`src/rtl/ltl_nfa_monitor_prog_if.sv`:
```
// ltl_nfa_monitor_prog_if: config, control, symbol and status bundle of the programmable NFA monitor.
interface ltl_nfa_monitor_prog_if #(
  parameter int SYM_W = 8,
  parameter int N_STATES = 16,
  parameter int N_INTV = 4,
  parameter int CNT_W = 16,
  parameter int IDX_W = $clog2(N_STATES),
  parameter int IV_W = (N_INTV > 1) ? $clog2(N_INTV) : 1,
  parameter int CFG_W = (2*SYM_W+1 > N_STATES) ? 2*SYM_W+1 : N_STATES
);
  logic cfg_valid, cfg_ready;
  logic [2:0] cfg_sel;
  logic [IDX_W-1:0] cfg_ste;
  logic [IV_W-1:0] cfg_intv;
  logic [CFG_W-1:0] cfg_data;
  logic start, stop, sym_valid;
  logic [SYM_W-1:0] sym;
  logic running, halted, report_any, first_rep_vld;
  logic [N_STATES-1:0] active, report;
  logic [CNT_W-1:0] sym_cnt, rep_cnt, first_rep_idx;
  modport master (
    output cfg_valid, cfg_sel, cfg_ste, cfg_intv, cfg_data, start, stop, sym_valid, sym,
    input cfg_ready, running, halted, active, report, report_any, sym_cnt, rep_cnt, first_rep_idx, first_rep_vld
  );
  modport slave (
    input cfg_valid, cfg_sel, cfg_ste, cfg_intv, cfg_data, start, stop, sym_valid, sym,
    output cfg_ready, running, halted, active, report, report_any, sym_cnt, rep_cnt, first_rep_idx, first_rep_vld
  );
endinterface

```
`src/rtl/ltl_nfa_monitor_prog.sv`:
```
// ltl_nfa_monitor_prog: runtime-programmable NFA monitor on a symbol stream with report counting.
// Define MON_REPORT_HALT_EN to stop consuming symbols (HALT) after the first report.
module ltl_nfa_monitor_prog #(
  parameter int SYM_W = 8,
  parameter int N_STATES = 16,
  parameter int N_INTV = 4,
  parameter int CNT_W = 16,
  parameter int IDX_W = $clog2(N_STATES),
  parameter int CFG_W = (2*SYM_W+1 > N_STATES) ? 2*SYM_W+1 : N_STATES
) (
  input logic clk,
  input logic reset,
  ltl_nfa_monitor_prog_if.slave bus
);
  localparam int IV_W = (N_INTV > 1) ? $clog2(N_INTV) : 1;
  localparam logic [CNT_W-1:0] CNT_MAX = '1;
  typedef enum logic [1:0] {IDLE, RUN, HALT} state_t;
  state_t state, state_nx;
  logic [N_INTV-1:0] en [N_STATES];
  logic [SYM_W-1:0] lo [N_STATES][N_INTV];
  logic [SYM_W-1:0] hi [N_STATES][N_INTV];
  logic [N_STATES-1:0] adj [N_STATES];
  logic [N_STATES-1:0] start_sod, start_all, rep_mask, active, match, reach, enable, report;
  logic [CNT_W-1:0] sym_cnt, rep_cnt, first_rep_idx;
  logic sod, wr, ste_ok, iv_ok, go, acc, report_any, first_rep_vld;
  assign wr = bus.cfg_valid && state != RUN;
  assign ste_ok = {1'b0, bus.cfg_ste} < (IDX_W+1)'(N_STATES);
  assign iv_ok = {1'b0, bus.cfg_intv} < (IV_W+1)'(N_INTV);
  always_ff @(posedge clk) begin
    if (reset) begin
      for (int i = 0; i < N_STATES; i++) begin
        en[i] <= '0;
        adj[i] <= '0;
      end
      start_sod <= '0;
      start_all <= '0;
      rep_mask <= '0;
    end else if (wr) begin
      if (bus.cfg_sel == 3'd0 && ste_ok && iv_ok) begin
        en[bus.cfg_ste][bus.cfg_intv] <= bus.cfg_data[2*SYM_W];
        lo[bus.cfg_ste][bus.cfg_intv] <= bus.cfg_data[2*SYM_W-1 -: SYM_W];
        hi[bus.cfg_ste][bus.cfg_intv] <= bus.cfg_data[SYM_W-1:0];
      end
      if (bus.cfg_sel == 3'd1 && ste_ok) adj[bus.cfg_ste] <= bus.cfg_data[N_STATES-1:0];
      if (bus.cfg_sel == 3'd2) start_sod <= bus.cfg_data[N_STATES-1:0];
      if (bus.cfg_sel == 3'd3) start_all <= bus.cfg_data[N_STATES-1:0];
      if (bus.cfg_sel == 3'd4) rep_mask <= bus.cfg_data[N_STATES-1:0];
    end
  end
  always_comb begin
    match = '0;
    reach = '0;
    for (int i = 0; i < N_STATES; i++) begin
      for (int k = 0; k < N_INTV; k++)
        if (en[i][k] && bus.sym >= lo[i][k] && bus.sym <= hi[i][k]) match[i] = 1'b1;
      if (active[i]) reach = reach | adj[i];
    end
  end
  assign enable = start_all | ({N_STATES{sod}} & start_sod) | reach;
  assign report = active & rep_mask;
  assign report_any = |report;
  always_comb begin
    state_nx = state;
    if (bus.stop) state_nx = IDLE;
    else if (bus.start && state == IDLE) state_nx = RUN;
`ifdef MON_REPORT_HALT_EN
    else if (state == RUN && report_any) state_nx = HALT;
`endif
  end
  assign go = state == IDLE && state_nx == RUN;
  assign acc = state == RUN && bus.sym_valid;
  // Only RUN updates activity and counters, so HALT and IDLE both freeze them for readout.
  always_ff @(posedge clk) begin
    if (reset) begin
      state <= IDLE;
      sod <= 1'b0;
      active <= '0;
      sym_cnt <= '0;
      rep_cnt <= '0;
      first_rep_idx <= '0;
      first_rep_vld <= 1'b0;
    end else begin
      state <= state_nx;
      if (go) begin
        sod <= 1'b1;
        active <= '0;
        sym_cnt <= '0;
        rep_cnt <= '0;
        first_rep_vld <= 1'b0;
      end else if (state == RUN) begin
        if (acc) begin
          sod <= 1'b0;
          active <= enable & match;
          if (sym_cnt != CNT_MAX) sym_cnt <= sym_cnt + 1'b1;
        end
        if (report_any && rep_cnt != CNT_MAX) rep_cnt <= rep_cnt + 1'b1;
        if (report_any && !first_rep_vld) begin
          first_rep_idx <= sym_cnt;
          first_rep_vld <= 1'b1;
        end
      end
    end
  end
  assign bus.cfg_ready = state != RUN;
  assign bus.running = state == RUN;
`ifdef MON_REPORT_HALT_EN
  assign bus.halted = state == HALT;
`else
  assign bus.halted = 1'b0;
`endif
  assign bus.active = active;
  assign bus.report = report;
  assign bus.report_any = report_any;
  assign bus.sym_cnt = sym_cnt;
  assign bus.rep_cnt = rep_cnt;
  assign bus.first_rep_idx = first_rep_idx;
  assign bus.first_rep_vld = first_rep_vld;
endmodule

```
`src/flat_wrapper.sv`:
```
// flat-port wrapper written by rule: the top's interface ports become plain ports
module ltl_nfa_monitor_prog_flat 
#(
  parameter int SYM_W = 8,
  parameter int N_STATES = 16,
  parameter int N_INTV = 4,
  parameter int CNT_W = 16,
  parameter int IDX_W = $clog2(N_STATES),
  parameter int CFG_W = (2*SYM_W+1 > N_STATES) ? 2*SYM_W+1 : N_STATES
)
  (clk, reset, bus_cfg_valid, bus_cfg_sel, bus_cfg_ste, bus_cfg_intv, bus_cfg_data, bus_start, bus_stop, bus_sym_valid, bus_sym, bus_cfg_ready, bus_running, bus_halted, bus_active, bus_report, bus_report_any, bus_sym_cnt, bus_rep_cnt, bus_first_rep_idx, bus_first_rep_vld);
  ltl_nfa_monitor_prog_if #(.CNT_W(CNT_W), .SYM_W(SYM_W), .N_STATES(N_STATES), .N_INTV(N_INTV), .IDX_W(IDX_W), .CFG_W(CFG_W)) bus_i ();
  input logic clk;
  input logic reset;
  input wire logic [$bits(bus_i.cfg_valid)-1:0] bus_cfg_valid;
  input wire logic [$bits(bus_i.cfg_sel)-1:0] bus_cfg_sel;
  input wire logic [$bits(bus_i.cfg_ste)-1:0] bus_cfg_ste;
  input wire logic [$bits(bus_i.cfg_intv)-1:0] bus_cfg_intv;
  input wire logic [$bits(bus_i.cfg_data)-1:0] bus_cfg_data;
  input wire logic [$bits(bus_i.start)-1:0] bus_start;
  input wire logic [$bits(bus_i.stop)-1:0] bus_stop;
  input wire logic [$bits(bus_i.sym_valid)-1:0] bus_sym_valid;
  input wire logic [$bits(bus_i.sym)-1:0] bus_sym;
  output wire logic [$bits(bus_i.cfg_ready)-1:0] bus_cfg_ready;
  output wire logic [$bits(bus_i.running)-1:0] bus_running;
  output wire logic [$bits(bus_i.halted)-1:0] bus_halted;
  output wire logic [$bits(bus_i.active)-1:0] bus_active;
  output wire logic [$bits(bus_i.report)-1:0] bus_report;
  output wire logic [$bits(bus_i.report_any)-1:0] bus_report_any;
  output wire logic [$bits(bus_i.sym_cnt)-1:0] bus_sym_cnt;
  output wire logic [$bits(bus_i.rep_cnt)-1:0] bus_rep_cnt;
  output wire logic [$bits(bus_i.first_rep_idx)-1:0] bus_first_rep_idx;
  output wire logic [$bits(bus_i.first_rep_vld)-1:0] bus_first_rep_vld;
  assign bus_i.cfg_valid = bus_cfg_valid;
  assign bus_i.cfg_sel = bus_cfg_sel;
  assign bus_i.cfg_ste = bus_cfg_ste;
  assign bus_i.cfg_intv = bus_cfg_intv;
  assign bus_i.cfg_data = bus_cfg_data;
  assign bus_i.start = bus_start;
  assign bus_i.stop = bus_stop;
  assign bus_i.sym_valid = bus_sym_valid;
  assign bus_i.sym = bus_sym;
  assign bus_cfg_ready = bus_i.cfg_ready;
  assign bus_running = bus_i.running;
  assign bus_halted = bus_i.halted;
  assign bus_active = bus_i.active;
  assign bus_report = bus_i.report;
  assign bus_report_any = bus_i.report_any;
  assign bus_sym_cnt = bus_i.sym_cnt;
  assign bus_rep_cnt = bus_i.rep_cnt;
  assign bus_first_rep_idx = bus_i.first_rep_idx;
  assign bus_first_rep_vld = bus_i.first_rep_vld;
  ltl_nfa_monitor_prog #(.SYM_W(SYM_W), .N_STATES(N_STATES), .N_INTV(N_INTV), .CNT_W(CNT_W), .IDX_W(IDX_W), .CFG_W(CFG_W)) u_core (.clk(clk), .reset(reset), .bus(bus_i));
endmodule
```
`config.mk`:
```
export PLATFORM = sky130hd
export DESIGN_NAME = ltl_nfa_monitor_prog_flat
export DESIGN_NICKNAME = d
export VERILOG_FILES = /design/src/rtl/ltl_nfa_monitor_prog_if.sv /design/src/rtl/ltl_nfa_monitor_prog.sv /design/src/flat_wrapper.sv
export SDC_FILE = /design/constraint.sdc
export NUM_CORES = 2
export LEC_CHECK = 0
export CAP_MARGIN = 20
export CORE_AREA = 2 2 298 448
export CTS_BUF_LIST = sky130_fd_sc_hd__clkbuf_8
export DETAILED_ROUTE_END_ITERATION = 8
export DIE_AREA = 0 0 300 450
export PLACE_DENSITY = 0.73
export SLEW_MARGIN = 20
export SYNTH_ARGS = -nofsm -noshare
export SYNTH_HDL_FRONTEND = slang
export SYNTH_SLANG_ARGS = --single-unit
export TNS_END_PERCENT = 1
```
`constraint.sdc`:
```
create_clock -name clk -period 6.6 [get_ports clk]
set_input_delay 1.32 -clock clk [delete_from_list [all_inputs] [get_ports clk]]
set_output_delay 1.32 -clock clk [all_outputs]
set_load 0.05 [all_outputs]
```
==> out/results.ini <==
[clock_network]
clkLatencyLatePin_ps=940
clockRootBuffer=clkbuf_8
numClockSinks=1460
cts_buffer_depth=3
htree_levels=4
cts_setup_buffers=0
cts_buffers=202
cts.repair.resized=0
clk_pin_slew_worst_paths_ps=70
cts_tree=done
hold_buffers=0

[sta]
setup_viol=0
finalClockSkew_ps=42.6
period_minus_slack_ps=4890
slew_headroom_pct=18.4
maxSlewViolCount=0
timing.final.hold_violations=0
tightest_slew_ps=1220
rsz0062_at_grt=no
finalCritPeriodShare_pct=74.1
clock.fmax_ghz=0.205
setup_tns_ps=0

[synthesis]
synth_cell_types=65
yosysSeqAreaShare_pct=57.5
netlist.area_leader.share_pct=54.3
synth_simple_gate_area_share_pct=9.96
synth_edf_count=1344
synth_adder_area_share_pct=17.3
synth_seq_cells=1460
syn-num-nets=7213
netlist_top_cells_area=edfxtp_1 (54%), ha_1 (17%), inv_1 (4.9%)
yosys_warnings=0
syn_avg_cell_area_sq_um=12.1
synthMuxAreaShare_pct=0.431
synthArstFlopShare_pct=0
synth_top_family_by_area=adder cells
synth_cells=6147
synth_ff_type=edfxtp_1
synth_compound_area_share_pct=8.91
synth.largest_area_cell=edfxtp_1
synth_area_sq_um=74300
synth_xor_area_share_pct=0.318

[worst_setup_path]
cp_max_fo=19
worstPathArrival_ps=3570
path_cells=buf_4, and2_1, or4_4, or4_1, clkdlybuf4s50_1
cpPeakStageDelay_ps=720
path_class=flop to output pin
start_kind=flop
end_kind=output pin
critical_path_required_ps=5280
slowest_stage=clkdlybuf4s50_1

[die]
die_y_um=450
ioPinCount=125
die_w_um=300
dieArea_sq_um=135000
coreArea_sq_um=131000
num_rows=163
initial_core_util_pct=56.7

[grt]
antenna_found_initial=7
grt_overflow=0
grt_pass1_vias=50700
grt_pass1_wl_mm=301
grt_max_degree=78
grt.total_usage_pct=29.8

[placed_design]
dp_hpwl_mm=119
gp_congestion=0.869
portBuffers=123

[route]
vias_per_cell=5.96
vias=50000
first_pass_iters=6
antenna_left=0
first_iter_violations=4641
wl_per_cell_um=23.9
wirelength_mm=201
drc_errors=0

[pwr]
p_leak_nw=34.5
power.density_nw_per_um2=222
worst_ir_drop_vdd_mv=0.209

[layout]
final_util_pct=62.9
fin_nets=7560
fill_cells=10000
multi_input_area_sq_um=27400
area_growth_pct=10.8
drive_gt1_share_pct=8.52
area.sequential_sq_um=42700

[min_path]
hold_class=flop to flop

[run]
maxCapViolations=0

[run_status]
status=complete, no violations

-- flip-flops by register name, indices dropped and copies added, names as in the netlist, 16 cells and up --
name / flops
u_core.bus.first_rep_idx: 16
u_core.adj: 256
u_core.en: 64
u_core.bus.rep_cnt: 16
u_core.bus.sym_cnt: 16
u_core.start_all: 16
u_core.lo: 512
u_core.hi: 512
u_core.start_sod: 16
u_core.bus.active: 16
u_core.rep_mask: 16
-- stage by stage --
stage                     hold slack (ps)  power [W]  setup slack (ps)  instance area (sq um)  std cells
after floorplan                       432     0.0110              1170                  74300       6147
after global placement                437     0.0116              1810                  78400       8022
after detailed placement              444     0.0116              1760                  78400       8022
after CTS                             452     0.0183              1660                  82300       8399
after global routing                  480     0.0188              1640                  82300       8400
final                                 454     0.0183              1710                  82300       8401
-- Yosys cell counts, drive strengths merged (8+ instances only) --
cell type / n
inv: 968
dfxtp: 116
ha: 1026
nand2b: 51
a22o: 42
nand2: 264
xnor2: 10
nand4: 113
or3: 18
or2: 83
nor3: 74
a32o: 8
o21a: 24
and4: 12
o221a: 12
and2: 272
nor2: 343
a22oi: 48
o221ai: 31
edfxtp: 1344
nand3: 63
buf: 15
a21o: 23
clkbuf: 123
nor2b: 50
mux2i: 32
a21oi: 377
o211ai: 36
a2111oi: 13
and3: 26
a31oi: 15
or4: 38
a211oi: 41
nor4b: 11
a221oi: 46
xor2: 17
o21ai: 288
-- cell type report --
| cell class | instances | share of cell area (%) |
|---|---|---|
| Multi-Input combinational cell | 3581 | 33.3 |
| Clock buffer | 216 | 3.61 |
| Clock inverter | 161 | 1.13 |
| Tap cell | 1732 | 2.63 |
| Sequential cell | 1460 | 51.9 |
| Timing Repair Buffer | 281 | 3.00 |
| Antenna cell | 2 | 0.00608 |
| Inverter | 968 | 4.42 |
-- final timing paths --
check	end	depth (start not counted)	slack, ps	startpoint
worst max register to register	u_core.en[0][0]$_SDFFCE_PN0P_	9	3120	u_core.state[1]$_SDFF_PP0_
worst min-delay path	u_core.rep_mask[13]$_SDFFE_PP0P_	2	450	u_core.rep_mask[13]$_SDFFE_PP0P_
worst max-delay path	bus_report_any	5	1710	u_core.bus.active[6]$_SDFFE_PP0P_
worst min register to register	u_core.rep_mask[13]$_SDFFE_PP0P_	2	450	u_core.rep_mask[13]$_SDFFE_PP0P_
-- worst max-delay path, delay by kind of cell (launching register included) --
kind | cells | cell delay [ps]
AND/OR/NAND/NOR | 3 | 1330
buffers and inverters | 2 | 950
flip-flops | 1 | 310
-- layer usage --
layer	up-vias	GRT usage, %	wire length, um
li1	22800	-	-
met1	24700	35.9	75900
met2	2050	51.7	99300
met4	2	14.9	10600
met5	-	0	13
met3	535	4.80	15000
-- layout by cell type, fill, tap and decap left out, drive strengths merged, types with 50 or more instances in the layout --
master and count:
dfxtp 116, o21ai 288, inv 1035, nor2 343
nor2b 50, a21oi 377, or2 83, edfxtp 1344
nand4 113, buf 179, nor3 74, ha 1026
nand3 63, and2 272, clkdlybuf4s50 99, nand2 264
clkinv 72, nand2b 51, clkbuf 219
-- kinds of logic (layout without fill, tap and decap cells) --
| logic type | after synthesis | in the layout |
|---|---|---|
| compound gates | 1063 | 1063 |
| mux | 32 | 32 |
| buf+inv | 1106 | 1626 |
| fa+ha+maj | 1026 | 1026 |
| xor+xnor | 27 | 27 |
| other cells | 1 | 3 |
| simple gates | 1432 | 1432 |
| flops | 1460 | 1460 |
-- power breakdown --
part           total, W  switching, W  internal, W
logic           0.00126      0.000888     0.000367
clock network   0.00683       0.00351      0.00332
registers        0.0102     0.0000286       0.0102
total            0.0183       0.00442       0.0138
Note: power is estimated with default switching activity, not from simulation.
